**config.mk**
```make
export PLATFORM = sky130hd
export DESIGN_NAME = mux_sel_serializer_flat
export DESIGN_NICKNAME = d
export VERILOG_FILES = /design/src/rtl/mux_sel_serializer_if.sv /design/src/rtl/mux_sel_serializer.sv /design/src/flat_wrapper.sv
export SDC_FILE = /design/constraint.sdc
export NUM_CORES = 1
export LEC_CHECK = 0
export ABC_AREA = 1
export CAP_MARGIN = 20
export CELL_PAD_IN_SITES_DETAIL_PLACEMENT = 1
export CELL_PAD_IN_SITES_GLOBAL_PLACEMENT = 1
export CORE_MARGIN = 3
export CORE_UTILIZATION = 26
export DETAILED_ROUTE_END_ITERATION = 6
export GPL_ROUTABILITY_DRIVEN = 0
export PLACE_DENSITY_LB_ADDON = 0.12
export SETUP_SLACK_MARGIN = 0.15
export SYNTH_ARGS = -nofsm -noshare
export SYNTH_HDL_FRONTEND = slang
export SYNTH_SLANG_ARGS = --single-unit
```
**constraint.sdc**
```tcl
create_clock -name clk -period 0.9 [get_ports clk]
set_input_delay 0.09 -clock clk [delete_from_list [all_inputs] [get_ports clk]]
set_output_delay 0.09 -clock clk [all_outputs]
set_load 0.01 [all_outputs]
```
**src/rtl/mux_sel_serializer_if.sv**
```systemverilog
// Handshake and mux-drive bundle between the upstream word source and the
// serializer that sequences a downstream LANES-to-1 mux.
interface mux_sel_serializer_if #(
    parameter int LANES = 4
);
    localparam int SEL_W = $clog2(LANES);

    logic [LANES-1:0] in_data;
    logic             in_valid;
    logic             in_ready;
    logic [LANES-1:0] mux_i;
    logic [SEL_W-1:0] mux_s;
    logic             ser_valid;
    logic             ser_first;
    logic             ser_last;
    logic             busy;

    modport master (
        output in_data, in_valid,
        input  in_ready, mux_i, mux_s, ser_valid, ser_first, ser_last, busy
    );

    modport slave (
        input  in_data, in_valid,
        output in_ready, mux_i, mux_s, ser_valid, ser_first, ser_last, busy
    );
endinterface

```
**src/rtl/mux_sel_serializer.sv**
```systemverilog
// Parallel-in/serial-out sequencer: holds a word on mux_i and walks mux_s
// over every lane, one lane per clock, with framing strobes aligned to y.
module mux_sel_serializer #(
    parameter int LANES     = 4,
    parameter bit MSB_FIRST = 1'b0
) (
    input  logic                 clk,
    input  logic                 rst_n,
    mux_sel_serializer_if.slave  bus
);
    localparam int SEL_W = $clog2(LANES);
    localparam logic [SEL_W-1:0] LAST_LANE = SEL_W'(LANES - 1);
    localparam logic [SEL_W-1:0] SEL_START = MSB_FIRST ? LAST_LANE : {SEL_W{1'b0}};

    typedef enum logic [0:0] {
        IDLE  = 1'b0,
        SHIFT = 1'b1
    } state_t;

    state_t           state_r, next_state_s;
    logic [SEL_W-1:0] cnt_r, next_cnt_s;
    logic [LANES-1:0] mux_i_r, next_mux_i_s;
    logic [SEL_W-1:0] mux_s_r, next_mux_s_s;
    logic             ser_valid_r, ser_first_r, ser_last_r, busy_r;
    logic             in_ready_s, accept_s;

    // Ready is open in IDLE and on the last lane so words stream without a gap.
    always_comb begin
        in_ready_s = 1'b0;
        if (state_r == IDLE) begin
            in_ready_s = 1'b1;
        end else if (cnt_r == LAST_LANE) begin
            in_ready_s = 1'b1;
        end else begin
            in_ready_s = 1'b0;
        end
        accept_s = bus.in_valid & in_ready_s;
    end

    // Next-state, lane counter, held word and select computation.
    always_comb begin
        next_state_s = state_r;
        next_cnt_s   = cnt_r;
        next_mux_i_s = mux_i_r;
        next_mux_s_s = mux_s_r;
        case (state_r)
            IDLE: begin
                if (accept_s) begin
                    next_state_s = SHIFT;
                    next_cnt_s   = {SEL_W{1'b0}};
                    next_mux_i_s = bus.in_data;
                    next_mux_s_s = SEL_START;
                end else begin
                    next_state_s = IDLE;
                end
            end
            SHIFT: begin
                if (cnt_r != LAST_LANE) begin
                    next_cnt_s   = cnt_r + SEL_W'(1);
                    next_mux_s_s = MSB_FIRST ? (LAST_LANE - next_cnt_s) : next_cnt_s;
                end else if (accept_s) begin
                    next_cnt_s   = {SEL_W{1'b0}};
                    next_mux_i_s = bus.in_data;
                    next_mux_s_s = SEL_START;
                end else begin
                    // Last word stays on mux_i; only the select parks at zero.
                    next_state_s = IDLE;
                    next_cnt_s   = {SEL_W{1'b0}};
                    next_mux_s_s = {SEL_W{1'b0}};
                end
            end
            default: begin
                next_state_s = IDLE;
                next_cnt_s   = {SEL_W{1'b0}};
                next_mux_s_s = {SEL_W{1'b0}};
            end
        endcase
    end

    // State, datapath and registered framing strobes.
    always_ff @(posedge clk or negedge rst_n) begin
        if (!rst_n) begin
            state_r     <= IDLE;
            cnt_r       <= {SEL_W{1'b0}};
            mux_i_r     <= {LANES{1'b0}};
            mux_s_r     <= {SEL_W{1'b0}};
            ser_valid_r <= 1'b0;
            ser_first_r <= 1'b0;
            ser_last_r  <= 1'b0;
            busy_r      <= 1'b0;
        end else begin
            state_r     <= next_state_s;
            cnt_r       <= next_cnt_s;
            mux_i_r     <= next_mux_i_s;
            mux_s_r     <= next_mux_s_s;
            ser_valid_r <= (next_state_s == SHIFT);
            ser_first_r <= (next_state_s == SHIFT) && (next_cnt_s == {SEL_W{1'b0}});
            ser_last_r  <= (next_state_s == SHIFT) && (next_cnt_s == LAST_LANE);
            busy_r      <= (next_state_s == SHIFT);
        end
    end

    assign bus.in_ready  = in_ready_s;
    assign bus.mux_i     = mux_i_r;
    assign bus.mux_s     = mux_s_r;
    assign bus.ser_valid = ser_valid_r;
    assign bus.ser_first = ser_first_r;
    assign bus.ser_last  = ser_last_r;
    assign bus.busy      = busy_r;
endmodule

```
**src/flat_wrapper.sv**
```systemverilog
// flat-port wrapper written by rule: the top's interface ports become plain ports
module mux_sel_serializer_flat 
#(
    parameter int LANES     = 4,
    parameter bit MSB_FIRST = 1'b0
)
  (clk, rst_n, bus_in_data, bus_in_valid, bus_in_ready, bus_mux_i, bus_mux_s, bus_ser_valid, bus_ser_first, bus_ser_last, bus_busy);
  mux_sel_serializer_if #(.LANES(LANES)) bus_i ();
  input  logic clk;
  input  logic rst_n;
  input wire logic [$bits(bus_i.in_data)-1:0] bus_in_data;
  input wire logic [$bits(bus_i.in_valid)-1:0] bus_in_valid;
  output wire logic [$bits(bus_i.in_ready)-1:0] bus_in_ready;
  output wire logic [$bits(bus_i.mux_i)-1:0] bus_mux_i;
  output wire logic [$bits(bus_i.mux_s)-1:0] bus_mux_s;
  output wire logic [$bits(bus_i.ser_valid)-1:0] bus_ser_valid;
  output wire logic [$bits(bus_i.ser_first)-1:0] bus_ser_first;
  output wire logic [$bits(bus_i.ser_last)-1:0] bus_ser_last;
  output wire logic [$bits(bus_i.busy)-1:0] bus_busy;
  assign bus_i.in_data = bus_in_data;
  assign bus_i.in_valid = bus_in_valid;
  assign bus_in_ready = bus_i.in_ready;
  assign bus_mux_i = bus_i.mux_i;
  assign bus_mux_s = bus_i.mux_s;
  assign bus_ser_valid = bus_i.ser_valid;
  assign bus_ser_first = bus_i.ser_first;
  assign bus_ser_last = bus_i.ser_last;
  assign bus_busy = bus_i.busy;
  mux_sel_serializer #(.LANES(LANES), .MSB_FIRST(MSB_FIRST)) u_core (.clk(clk), .rst_n(rst_n), .bus(bus_i));
endmodule
```
==> results of run 1 <==
==> critical path, cell delays in order, from the launching register on <==
cell and delay (ns):
dfrtp_1 0.41, ha_4 0.18, inv_4 0.05, nand2_4 0.04
buf_6 0.11
==> per-layer routing <==
layer	routed length [um]	vias to the layer above	global-route usage (%)
met4	44	0	12.90
met2	715	11	23.75
met1	536	214	14.13
met3	46	4	3.383
met5	0	-	0
li1	-	224	-
==> logic make-up (layout without fill, tap and decap cells) <==
| logic type | after synthesis | count (layout) |
|---|---|---|
| adders and majority gates | 1 | 1 |
| buffers and inverters | 5 | 44 |
| DFF | 11 | 11 |
| and+or+nand+nor | 30 | 30 |
==> power by group through the flow <==
stage / Combinational (uW) / Clock, uW / Sequential (uW)
detailed placement: 1610 / 0 / 892
global route: 2030 / 405 / 902
finish: 1860 / 352 / 877
floorplan: 628 / 0 / 990
global placement: 1590 / 0 / 880
CTS: 1780 / 362 / 866
==> layout by cell type (no fill, tap or decap) <==
cell             instances
dfrtp_1                 10
buf_2                    8
clkdlybuf4s50_1          6
nor2_2                   1
nand3_4                  1
clkbuf_1                 1
inv_2                    1
nor2_4                   1
nand3_1                  4
buf_4                   17
inv_1                    2
nand2_2                  5
ha_4                     1
nand2_4                  3
inv_4                    1
buf_6                    5
dfrtp_2                  1
nand2_1                 14
nand4_1                  1
clkbuf_4                 3
==> worst paths after layout <==
| kind | from | slack, ns | endpoint |
|---|---|---|---|
| worst max-delay path | u_core.cnt_r[0] | -0.26 | bus_in_ready |
| worst min-delay path | rst_n | 0.12 | u_core.bus.mux_s[0] |
| worst max register to register | u_core.cnt_r[0] | -0.19 | u_core.bus.mux_i[0] |
| worst min register to register | u_core.bus.mux_i[2] | 0.47 | u_core.bus.mux_i[2] |
| max in group asynchronous | rst_n | 0.62 | u_core.state_r |
| min in group clk | bus_in_data[2] | 0.37 | u_core.bus.mux_i[2] |
==> flip-flops by register name, indices dropped and copies added (netlist names) <==
name,cells
u_core.bus.mux_i,4
u_core.bus.mux_s,2
u_core.bus.ser_first,1
u_core.bus.ser_last,1
u_core.cnt_r,2
u_core.state_r,1
==> cells in the mapped netlist <==
cell type  count
nand3_1        5
nand2_2        5
nand2_4        1
nor2_2         2
buf_4          1
ha_1           1
nand4_1        1
inv_1          4
nand2_1       16
dfrtp_1       11
==> through the flow <==
step           util (%)  area, um2  worst slack (ns)  setup TNS, ns  std cells
6_report          52.54      828.3           -0.2584         -1.863        102
5_1_grt           52.54      828.3           -0.3101         -2.681        102
4_1_cts           51.03      804.5           -0.2717         -1.979        100
3_5_place_dp      47.46      748.2           -0.3346         -2.536         91
3_3_place_gp      47.46      748.2           -0.3150         -2.314         91
2_1_floorplan         -      475.5          -0.05246        -0.2038         47
==> final cells by class <==
cell class / instances / share of cell area [%]
multi-input combinational: 31 / 24.62
inverter: 4 / 2.115
timing repair buffer: 36 / 34.29
tap: 16 / 2.417
clock buffer: 4 / 3.172
sequential: 11 / 33.38
==> what timing repair did <==
action,4_1_cts,5_1_grt
endpoints found under the setup margin,22,22
resized for setup,54,2
endpoints found under the hold margin,0,0
gates cloned,0,0
pin swaps,3,2
buffers inserted,5,2
==> impl_metrics.tcl, run 1 <==
set metrics [dict create \
    p_int_uw 1904 \
    hold_path.class "primary input to asynchronous set/reset pin" \
    clkPwrFrac_pct 11.4 \
    start_util_pct 28.97 \
    multi_input_area_um2 203.9 \
    synth-compound-area-share_pct 0 \
    swShare_pct 38.29 \
    skew_ns 0.0008605 \
    synth_fa_ha_area_share_pct 2.740 \
    areaGrowthSynthToFinish_pct 81.37 \
    post-route-min-period_ns 1.158 \
    cap_violations 0 \
    cts_tree "done" \
    synth_area_um2 456.7 \
    ys_ff_latch 11 \
    p_total_uw 3085 \
    clock_sinks 11 \
    fillers 182 \
    drt_iter0_markers 5 \
    syn_nets 55 \
    vias 453 \
    synth_top_area_share_pct 60.27 \
    clk_latency_ns 0.27 \
    clk_pin_slew_ns 0.07 \
    hpwl_um 915.3 \
    nNetsFinal 95 \
    hold_viol 0 \
    cts_buffer_depth 2 \
    portBuffers 17 \
    seqCellArea_um2 276.5 \
    syn_inst 47 \
    cts-htree-levels 1 \
    die_h_um 47.91 \
    fmax_mhz 863.3 \
    drc_errors 0 \
    ir_worst_vdd_v 0.001642 \
    drtAntennaViolNets 0 \
    ctsHoldBuffers 0 \
    seqPwrFrac_pct 28.4 \
    criticalPathCategory "register to output port" \
    cts_root_buf "clkbuf_4" \
    die_x_um 47.91 \
    synth-xor-area-share_pct 0 \
    slew_headroom_pct 88.40 \
    required_ns 0.81 \
    diodes 0 \
    grtUsageTotal_pct 14.12 \
    rows 14 \
    syn_area_per_cell_um2 9.717 \
    tightest_slew_ns 0.1735 \
    numCtsBuffers 3 \
    slew_violations 0 \
    p_per_area_nw_per_um2 3725 \
    grt_pass1_vias 429 \
    grt_max_degree 12 \
    reg2regPathDepth 7 \
    synth_area_leader_cell "dfrtp_1" \
    yosys.cell_types.count 10 \
    synth-seq-area-share_pct 60.27 \
    final_layout_size_suffix_gt1_share_pct 55.81 \
    grt_overflow 0 \
    dr.pass1.iters 3 \
    core-area_um2 1577 \
    vias_per_cell 4.441 \
    crit_path_end_kind "output port" \
    outcome "complete, but fails checks" \
    startpoint_type "register" \
    cp_data_arrival_time_ns 1.07 \
    whs_ns 0.1208 \
    antenna_found_initial 0 \
    synth.area.top_cells "dfrtp_1 (60%), nand2_1 (13%), nand2_2 (6.8%)" \
    synth-simple-area-share_pct 32.05 \
    fin_crit_sh_pct 128.7 \
    p_leak_uw 0.0004413 \
    rsz0062_at_grt "yes" \
    setup_ws_ns -0.2584 \
    grt_pass1_wl_mm 2.001 \
    power_switching_uw 1181 \
    wire_per_inst_um 13.17 \
    setup_viol 14 \
    comb_power_share_pct 60.2 \
    synth.area.mux_share_pct 0 \
    synth_top_family_by_area "simple AND/OR/NAND/NOR gates" \
    die_area_um2 2295 \
    num_io_pins 18 \
    routed_wl_mm 1.343 \
    crit_fanout 2 \
    violations "setup timing" \
    synth_warnings 0 \
]
(Power assumes the default switching activity.)
==> run 2: changes to the inputs <==
- ABC_CLOCK_PERIOD_IN_PS: unset -> 900
==> results of run 2 <==
The final DEF is identical to that of run 1; final timing and power are the same.
==> run 3: changes to the inputs <==
- CELL_PAD_IN_SITES_DETAIL_PLACEMENT: 1 -> unset
- CELL_PAD_IN_SITES_GLOBAL_PLACEMENT: 1 -> unset
- CORE_AREA: unset -> 3 3 40 42
- CORE_MARGIN: 3 -> unset
- CORE_UTILIZATION: 26 -> unset
- DIE_AREA: unset -> 0 0 43 45
==> impl_metrics.tcl, run 3 (same netlist as run 1, synthesis figures left out) <==
set metrics [dict create \
    outcome "complete, but fails checks" \
    violations "setup timing" \
    p_leak_uw 0.0004209 \
    cp_data_arrival_time_ns 1.07 \
    die_area_um2 1935 \
    cts_buffer_depth 2 \
    required_ns 0.81 \
    setup_ws_ns -0.2582 \
    tightest_slew_ns 0.1764 \
    core-area_um2 1285 \
    setup_viol 15 \
    hold_viol 0 \
    ir_worst_vdd_v 0.002004 \
    cts-htree-levels 1 \
    drtAntennaViolNets 0 \
    power_switching_uw 1108 \
    p_total_uw 2903 \
    hpwl_um 751.9 \
    cts_tree "done" \
    cpMaxStageDelayCell "dfrtp_1" \
    clk_pin_slew_ns 0.07 \
    drc_errors 0 \
    mostFrequentLayoutCells "buf_4 (15), nand2_1 (14), dfrtp_1 (10)" \
    numCtsBuffers 3 \
    whs_ns 0.1060 \
    grt_pass1_vias 387 \
    skew_ns 0.007149 \
    post-route-min-period_ns 1.158 \
    p_per_area_nw_per_um2 3660 \
    portBuffers 17 \
    areaGrowthSynthToFinish_pct 73.70 \
    slew_violations 0 \
    dr.pass1.iters 3 \
    die_h_um 45 \
    swShare_pct 38.15 \
    p_int_uw 1796 \
    fillers 119 \
    crit_fanout 2 \
    die_x_um 43 \
    critPathBufInv 2 \
    clock_sinks 11 \
    diodes 0 \
    criticalPathCategory "register to output port" \
    drt_iter0_markers 7 \
    final_common_cell "buf_4" \
    largest_reg_flops 4 \
    path_cells "ha_4, inv_4, nand2_4, buf_6" \
    fin_crit_sh_pct 128.7 \
    r2r_setup_slack_ns -0.20 \
    crit_path_end_kind "output port" \
    num_io_pins 18 \
    slew_headroom_pct 88.20 \
    rows 13 \
    grt_max_degree 12 \
    antenna_found_initial 0 \
    vias_per_cell 4.500 \
    nNetsFinal 92 \
    grtUsageTotal_pct 12.69 \
    hold_path.class "primary input to asynchronous set/reset pin" \
    startpoint_type "register" \
    ctsHoldBuffers 0 \
    reg2reg_to "u_core.bus.ser_first" \
    rsz0062_at_grt "yes" \
    reg2reg_from "u_core.cnt_r[1]" \
    cts_root_buf "clkbuf_4" \
    seqPwrFrac_pct 30.4 \
    comb_power_share_pct 57.9 \
    path_delay_family "flip-flops" \
    worstSetupStartpoint "u_core.cnt_r[1]" \
    fmax_mhz 863.4 \
    start_util_pct 35.54 \
    grt_overflow 0 \
    clk_latency_ns 0.27 \
    vias 441 \
    reg2regPathDepth 7 \
    wire_per_inst_um 10.92 \
    routed_wl_mm 1.070 \
    cpPeakStageDelay_ns 0.41 \
    cap_violations 0 \
    clkPwrFrac_pct 11.7 \
    final_layout_size_suffix_gt1_share_pct 53.01 \
    grt_pass1_wl_mm 1.669 \
]
[run 3: worst max-delay path by stage]
stage	end	slack, ns	cells after the start
after floorplan	u_core.bus.ser_first	-0.05	6
after global placement	bus_in_ready	-0.32	4
after detailed placement	bus_in_ready	-0.33	4
after CTS	bus_in_ready	-0.27	4
after global routing	bus_in_ready	-0.31	4
final	bus_in_ready	-0.26	4
[run 3: metal layers]
layer  track usage [%]  vias up  share of wire (%)
li1                  -      217                  -
met1             13.13      205                 40
met2             21.26       17                 51
met3             5.976        2                7.1
met4             7.229        0                1.5
met5                 0        -                  0
[run 3: area by class of cell]
class / instances / area (um2) / share of cell area [%]
sequential: 11 / 276.5 / 34.86
tap: 15 / 18.77 / 2.366
clock buffer: 4 / 26.28 / 3.312
inverter: 4 / 17.52 / 2.208
multi-input combinational: 31 / 198.9 / 25.08
timing repair buffer: 33 / 255.2 / 32.18
[run 3: timing repair]
action,CTS,global route
resized for setup,45,5
setup buffers,4,4
pin swaps,6,1
setup endpoints to repair,22,22
[run 3: power groups by stage]
stage	registers, uW	clock network [uW]	logic [uW]
final	884	340	1680
after global routing	906	385	1840
after CTS	877	356	1570
after floorplan	990	0	628
after detailed placement	894	0	1510
after global placement	882	0	1510
[run 3: metrics by stage]
stage | setup slack [ns] | cells | util (%) | TNS [ns] | cell area, um2
floorplan | -0.05246 | 47 | - | -0.2038 | 475.5
global placement | -0.3185 | 86 | 55.79 | -2.249 | 716.9
detailed placement | -0.3312 | 86 | 55.79 | -2.367 | 716.9
CTS | -0.2699 | 94 | 59.01 | -1.992 | 758.2
global route | -0.3070 | 98 | 61.73 | -2.678 | 793.3
finish | -0.2582 | 98 | 61.73 | -1.877 | 793.3
